### src/rtl/seq_shift_add_multiplier.sv
// Iterative shift-add multiplier: retires BITS_PER_CYCLE multiplier bits per clock and
// produces the full 2*WIDTH-bit product, unsigned or two's-complement signed.
`timescale 1ns/1ps
module seq_shift_add_multiplier #(
  parameter int WIDTH          = 32,
  parameter int BITS_PER_CYCLE = 1,
  parameter int EARLY_EXIT     = 0
) (
  input  logic                 clk,
  input  logic                 rst_n,
  input  logic                 start,
  input  logic                 is_signed,
  input  logic [WIDTH-1:0]     a,
  input  logic [WIDTH-1:0]     b,
  output logic                 busy,
  output logic                 done,
  output logic [2*WIDTH-1:0]   product
);

  localparam int N  = WIDTH / BITS_PER_CYCLE;
  localparam int CW = $clog2(N + 1);

  typedef enum logic {IDLE, RUN} state_t;

  state_t               state_reg;
  logic [2*WIDTH-1:0]   acc_reg;
  logic [2*WIDTH-1:0]   mcand_reg;
  logic [2*WIDTH-1:0]   product_reg;
  logic [WIDTH-1:0]     mplr_reg;
  logic [CW-1:0]        count_reg;
  logic                 neg_reg;
  logic                 busy_reg;
  logic                 done_reg;

  logic [2*WIDTH-1:0]   acc_next;
  logic [WIDTH-1:0]     mplr_next;
  logic [CW-1:0]        count_next;
  logic                 finish;
  logic [WIDTH-1:0]     a_mag;
  logic [WIDTH-1:0]     b_mag;
  logic [2*WIDTH-1:0]   term [BITS_PER_CYCLE];

  // mcand_reg is kept pre-shifted by count*BITS_PER_CYCLE, so term gi only adds the lane offset
  for (genvar gi = 0; gi < BITS_PER_CYCLE; gi++) begin : g_term
    assign term[gi] = mplr_reg[gi] ? (mcand_reg << gi) : '0;
  end

  always_comb begin
    acc_next = acc_reg;
    for (int k = 0; k < BITS_PER_CYCLE; k++) begin
      acc_next = acc_next + term[k];
    end
  end

  assign mplr_next  = mplr_reg >> BITS_PER_CYCLE;
  assign count_next = count_reg + CW'(1);
  assign finish     = (count_next == CW'(N)) || ((EARLY_EXIT != 0) && (mplr_next == '0));

  // The most negative value maps onto itself, which is already its correct unsigned magnitude
  assign a_mag = (is_signed && a[WIDTH-1]) ? -a : a;
  assign b_mag = (is_signed && b[WIDTH-1]) ? -b : b;

  always_ff @(posedge clk or negedge rst_n) begin
    if (!rst_n) begin
      state_reg   <= IDLE;
      acc_reg     <= '0;
      mcand_reg   <= '0;
      product_reg <= '0;
      mplr_reg    <= '0;
      count_reg   <= '0;
      neg_reg     <= 1'b0;
      busy_reg    <= 1'b0;
      done_reg    <= 1'b0;
    end else begin
      done_reg <= 1'b0;
      case (state_reg)
        IDLE: begin
          if (start) begin
            state_reg <= RUN;
            busy_reg  <= 1'b1;
            acc_reg   <= '0;
            count_reg <= '0;
            mplr_reg  <= a_mag;
            mcand_reg <= {{WIDTH{1'b0}}, b_mag};
            neg_reg   <= is_signed & (a[WIDTH-1] ^ b[WIDTH-1]);
          end
        end
        RUN: begin
          acc_reg   <= acc_next;
          mplr_reg  <= mplr_next;
          mcand_reg <= mcand_reg << BITS_PER_CYCLE;
          count_reg <= count_next;
          if (finish) begin
            state_reg   <= IDLE;
            busy_reg    <= 1'b0;
            done_reg    <= 1'b1;
            product_reg <= neg_reg ? -acc_next : acc_next;
          end
        end
        default: state_reg <= IDLE;
      endcase
    end
  end

  assign busy    = busy_reg;
  assign done    = done_reg;
  assign product = product_reg;

endmodule

### config.mk
export PLATFORM = sky130hd
export DESIGN_NAME = seq_shift_add_multiplier
export DESIGN_NICKNAME = d
export VERILOG_FILES = /design/src/rtl/seq_shift_add_multiplier.sv
export SDC_FILE = /design/constraint.sdc
export NUM_CORES = 1
export LEC_CHECK = 0
export CORE_MARGIN = 8
export CORE_UTILIZATION = 54
export DETAILED_ROUTE_END_ITERATION = 10
export PLACE_DENSITY = 0.78
export SLEW_MARGIN = 20
export SYNTH_ARGS = -nofsm -noshare
export SYNTH_HDL_FRONTEND = slang
export SYNTH_SLANG_ARGS = --single-unit
### constraint.sdc
create_clock -name clk -period 4.55 [get_ports clk]
set_input_delay 0.91 -clock clk [delete_from_list [all_inputs] [get_ports clk]]
set_output_delay 0.91 -clock clk [all_outputs]
set_load 0.01 [all_outputs]
# --- Yosys cells after proc, flatten, opt, wreduce, memory -nomap -nowiden ---
# Index checks and enable logic that the tools add are counted.
word_totals:
  register_bits: 234
  n_memories: 0
  ram_bits: 0
  wordCells: 45
  latchBits: 0
  output_inout_bits: 66
  mem_bits_ro: 0
op_classes:
  n_reduce_logical: 5
  shift: 0
  n_bitwise: 3
  div: 0
  eq_ne: 3
  muxes: 20
  add_sub_neg: 5
  n_lt_le_gt_ge: 0
  n_mul: 0
op_table:
  columns: ["op", "count"]
  rows:
  - ["two-way mux 64 bit", 4]
  - ["one-hot mux 64 bit (2 select lines)", 2]
  - ["two-way mux 32 bit", 3]
  - ["adder 64 bit", 1]
  - ["negation 32 bit", 2]
  - ["negation 64 bit", 1]
  - ["one-hot mux 32 bit (2 select lines)", 1]
  - ["one-hot mux 6 bit (2 select lines)", 1]
  - ["adder 6 x 1 -> 6 bit (second input constant)", 1]
  - ["== test 6 bit (second input constant)", 1]
  - ["two-way mux 1 bit", 6]
  - ["two-way mux 6 bit", 1]
  - ["AND reduction 2 bit", 3]
  - ["one-hot mux 1 bit (2 select lines)", 2]
  - ["logical AND 1 bit", 2]
  - ["inequality test 2 x 1 -> 1 bit (second input constant)", 1]
  - ["inequality test 2 bit (second input constant)", 1]
  - ["AND 1 bit", 1]
  - ["inverter 1 bit", 1]
  - ["bitwise XOR 1 bit", 1]

# --- Logic depth before layout (Yosys ltp) ---
depth:
  depth_word: 4
  depth_mapped: 19
  mapped_depth_nobuf: 16

# --- Worst setup path before layout ---
# Ideal clock, no wire load.
synth_timing:
  path_type: "register to register"
  from: "register mplr_reg[0]"
  to: "register product_reg[62], in the netlist product[62]"
  n_path_buf: 3
  path_stages_with_launch: 18
  t_arrival_ps: 4512
  setup_ps: 132
  path_slack_ps: -95
  cell_sequence: "dfrtp_1 -> clkbuf_1 -> clkbuf_1 -> and2_1 -> ha_1 -> clkbuf_1 -> nand4_1 -> nor3_1 -> nand3_1 -> a2111oi_0 -> nor3_1 -> a21boi_1 -> xor2_1 -> or3b_1 -> or4_1 -> o41ai_2 -> xor2_1 -> o21ai_1"
synth_between:
  elab_chain_cells: 4
synth_lines:
  columns: ["element", "line_no", "source"]
  rows:
  - ["start: declaration", "29", "logic [WIDTH-1:0] mplr_reg;"]
  - ["start signal: assignment", "83", "mplr_reg <= a_mag;"]
  - ["start signal: assignment", "90", "mplr_reg <= mplr_next;"]
  - ["two-way mux 64 bit (*)", "45", "assign term[gi] = mplr_reg[gi] ? (mcand_reg << gi) : '0;"]
  - ["adder 64 bit (*)", "51", "acc_next = acc_next + term[k];"]
  - ["negation 64 bit", "97", "product_reg <= neg_reg ? -acc_next : acc_next;"]
  - ["two-way mux 64 bit (*)", "97", null]
  - ["end signal: assignment", "97", null]
  - ["end: declaration", "28", "logic [2*WIDTH-1:0] product_reg;"]
# Mark *: on every way between the ends. The rest lies on a longest branch, timed or not.
# A chain may end at the register's enable or synchronous reset.

# --- Worst setup path in the final report ---
layout_timing:
  from: "register mplr_reg[0]"
  to: "register product_reg[59], in the netlist product[59]"
# The elaborated chain is that of the path after synthesis.

==> impl_metrics.ini <==
[logic_synthesis]
yosysSeqAreaShare_pct = 34.3
synth_top_area_cell = dfrtp_1
synth.distinct_cells = 86
syn_area_per_cell_um2 = 8.06
synth_top_area_share_pct = 34.3
synth_nets = 2253
synth-seq-cells = 234
synthArstFlopShare_pct = 100
synth_cells = 2116
synth-main-ff-cell = dfrtp_1
synth_area_leaders = dfrtp_1 (34%), nand2_1 (7.5%), o21ai_0 (7.3%)
synth-edff-count = 0
synth.cell_area_um2 = 17100
yosysWarnings = 0

[floorplanning]
io_pins = 134
rows = 65
dieArea_um2 = 37500
die_x_um = 194
start_util_pct = 54.5
core_um2 = 31300
die_h_um = 194

[worst_setup_path]
required_ps = 4960
crit_path_start_kind = flip-flop
crit_top_cell = o31a_1
worst-path-buf-inv = 3
r2r_slack_ps = -290
endpoint_kind = flip-flop
max_stage_delay_ps = 590
worst-setup-path-type = reg -> reg
crit_fanout = 5
r2r_cells = 18
critPathArrivalTime_ps = 5250
reg2reg_to = product[59]
crit_family = simple AND/OR/NAND/NOR gates
cp_cell_sequence = and2_4 > ha_4 > inv_2 > fa_2 > nor2b_4 > o31a_1 > o211ai_1 > buf_4 > a211oi_4 > o2111ai_2 > nor3b_4 > or4b_4 > nor4_4 > nand4_1 > buf_6 > o31a_1 > xnor2_1 > o21ai_1
r2r_start = mplr_reg[0]
cp_slowest_cell = or4b_4

[global_routing]
grt_use_total_pct = 30.8
grt_pass1_wl_um = 94600
overflow = 0
antenna_found_initial = 0
first_global_vias = 17500
grt_max_degree = 121

[layout]
diodes = 0
fill_cells = 2300
layout-drive-gt1-share_pct = 25.5
seqCellArea_um2 = 5860
areaGrowthSynthToFinish_pct = 39.0
fin_util_pct = 75.7
layout_commonest_cell = buf_4
final_area_um2 = 23700
fin_nets = 2750
multi_input_area_um2 = 11500
stdcell_count = 3032
layout_common_cells = buf_4 (457), nand2_1 (338), o21ai_0 (237)

[timing]
clock.fmax_ghz = 0.207
tightest_slew_ps = 1020
slew_headroom_pct = 31.7
fin_worst_skew_ps = 25.8
finalCriticalPeriod_ps = 4840
timing.final.crit_share_pct = 106
grt_setup_unrepaired = yes
setup_viol = 14
hold_viol = 0
tns_ps = -2100
hold_ws_ps = 397
slew_violations = 0
timing.final.ws_setup_ps = -289

[status]
outcome = finished, violations left
violations = setup timing

[routing]
dr.pass1.iters = 5
ant_nets = 0
remaining_drc_errors = 0
vias = 18100
wire_per_inst_um = 20.0
wirelength_um = 60600
viasPerCell = 5.98
initialDrtViolationCount = 1521

[clocking]
root_buffer = clkbuf_16
worstSkewPairLatency_ps = 560
cts_buffers = 25
clkTransAtPathRegs_ps = 60
clock_path_buffers = 3
cts_tree = done
cts_sinks = 234
cts_max_level = 1

[min_path]
min_path_type = in -> async

[place]
post-place-ws_ps = -567
place_inst = 2955
dpl.hpwl_um = 46400
placement.io_buffers = 133
place_area_um2 = 21700
place_congestion = 1.01

[power]
peakVddDrop_mv = 0.310
finalPower_mw = 14.1
powerDensity_nw_per_um2 = 595
leakagePower_nw = 10.5

[run]
cap_violations = 0
synthesized netlist by cell type (17+ instances only):
library cell / instances
ha_1: 68
or3_1: 29
nand2_1: 342
a21o_1: 30
o31ai_1: 24
nor4_1: 19
nand4_1: 25
nor3_1: 32
a22o_1: 61
o21ai_0: 250
a21oi_1: 143
inv_1: 30
nand3_1: 28
o21ai_1: 42
o21a_1: 17
nor2_1: 146
xnor2_1: 51
buf_2: 18
clkbuf_1: 106
and2_1: 80
dfrtp_1: 234
xor2_1: 102
cells by family after synthesis:
group	after synthesis	share of synthesized area (%)
AOI/OAI and AO/OA	717	26.8
xor gates and xnor gates	153	7.86
DFF	234	34.3
and+or+nand+nor	764	21.1
adders and majority gates	69	5.11
muxes	20	1.21
buffers and inverters	159	3.63
where the power goes:
part	switching, mW	total (mW)	internal [mW]	leakage [nW]
registers	0.813	3.74	2.93	3.02
logic	4.27	8.27	3.99	7.05
clock network	0.885	2.09	1.21	0.402
worst reg2reg max path, stage by stage, from the launching register on:
cell and delay (ps):
dfrtp_2 410, and2_4 170, ha_4 130, inv_2 40, fa_2 360, nor2b_4 140, o31a_1 310, o211ai_1 220
buf_4 210, a211oi_4 370, o2111ai_2 150, nor3b_4 220, or4b_4 590, nor4_4 370, nand4_1 280, buf_6 220
o31a_1 260, xnor2_1 180, o21ai_1 80
how the worst max path moves through the flow:
stage	endpoint	cells after the start	from
global route	product[59]	18	mplr_reg[0]
finish	product[59]	18	mplr_reg[0]
CTS	product[63]	20	mplr_reg[0]
global placement	product[63]	17	mplr_reg[0]
floorplan	product[62]	17	mplr_reg[0]
detailed placement	product[63]	17	mplr_reg[0]
layer usage:
metal	up-vias	wire length, um	global-route usage, %
met5	-	0	0
met4	0	1320	7.10
met3	100	4520	5.54
met2	720	27100	48.5
met1	8683	27700	43.6
li1	8637	-	-
timing repair:
item / 4_1_cts / 5_1_grt
gates resized for setup: 94 / 77
buffers inserted: 13 / 20
setup endpoints to repair: 29 / 32
hold buffers: 0 / 0
pin swaps: 22 / 36
gates cloned: 0 / 0
layout make-up:
class	instances	share of cell area, %
multi-input cells	1723	48.6
flip-flops and latches	234	24.7
repair buffers	598	20.6
clock buffers	33	2.98
well taps	402	2.12
clock inverters	11	0.538
inverters	31	0.496
Note: power is estimated with default switching activity, not from simulation.
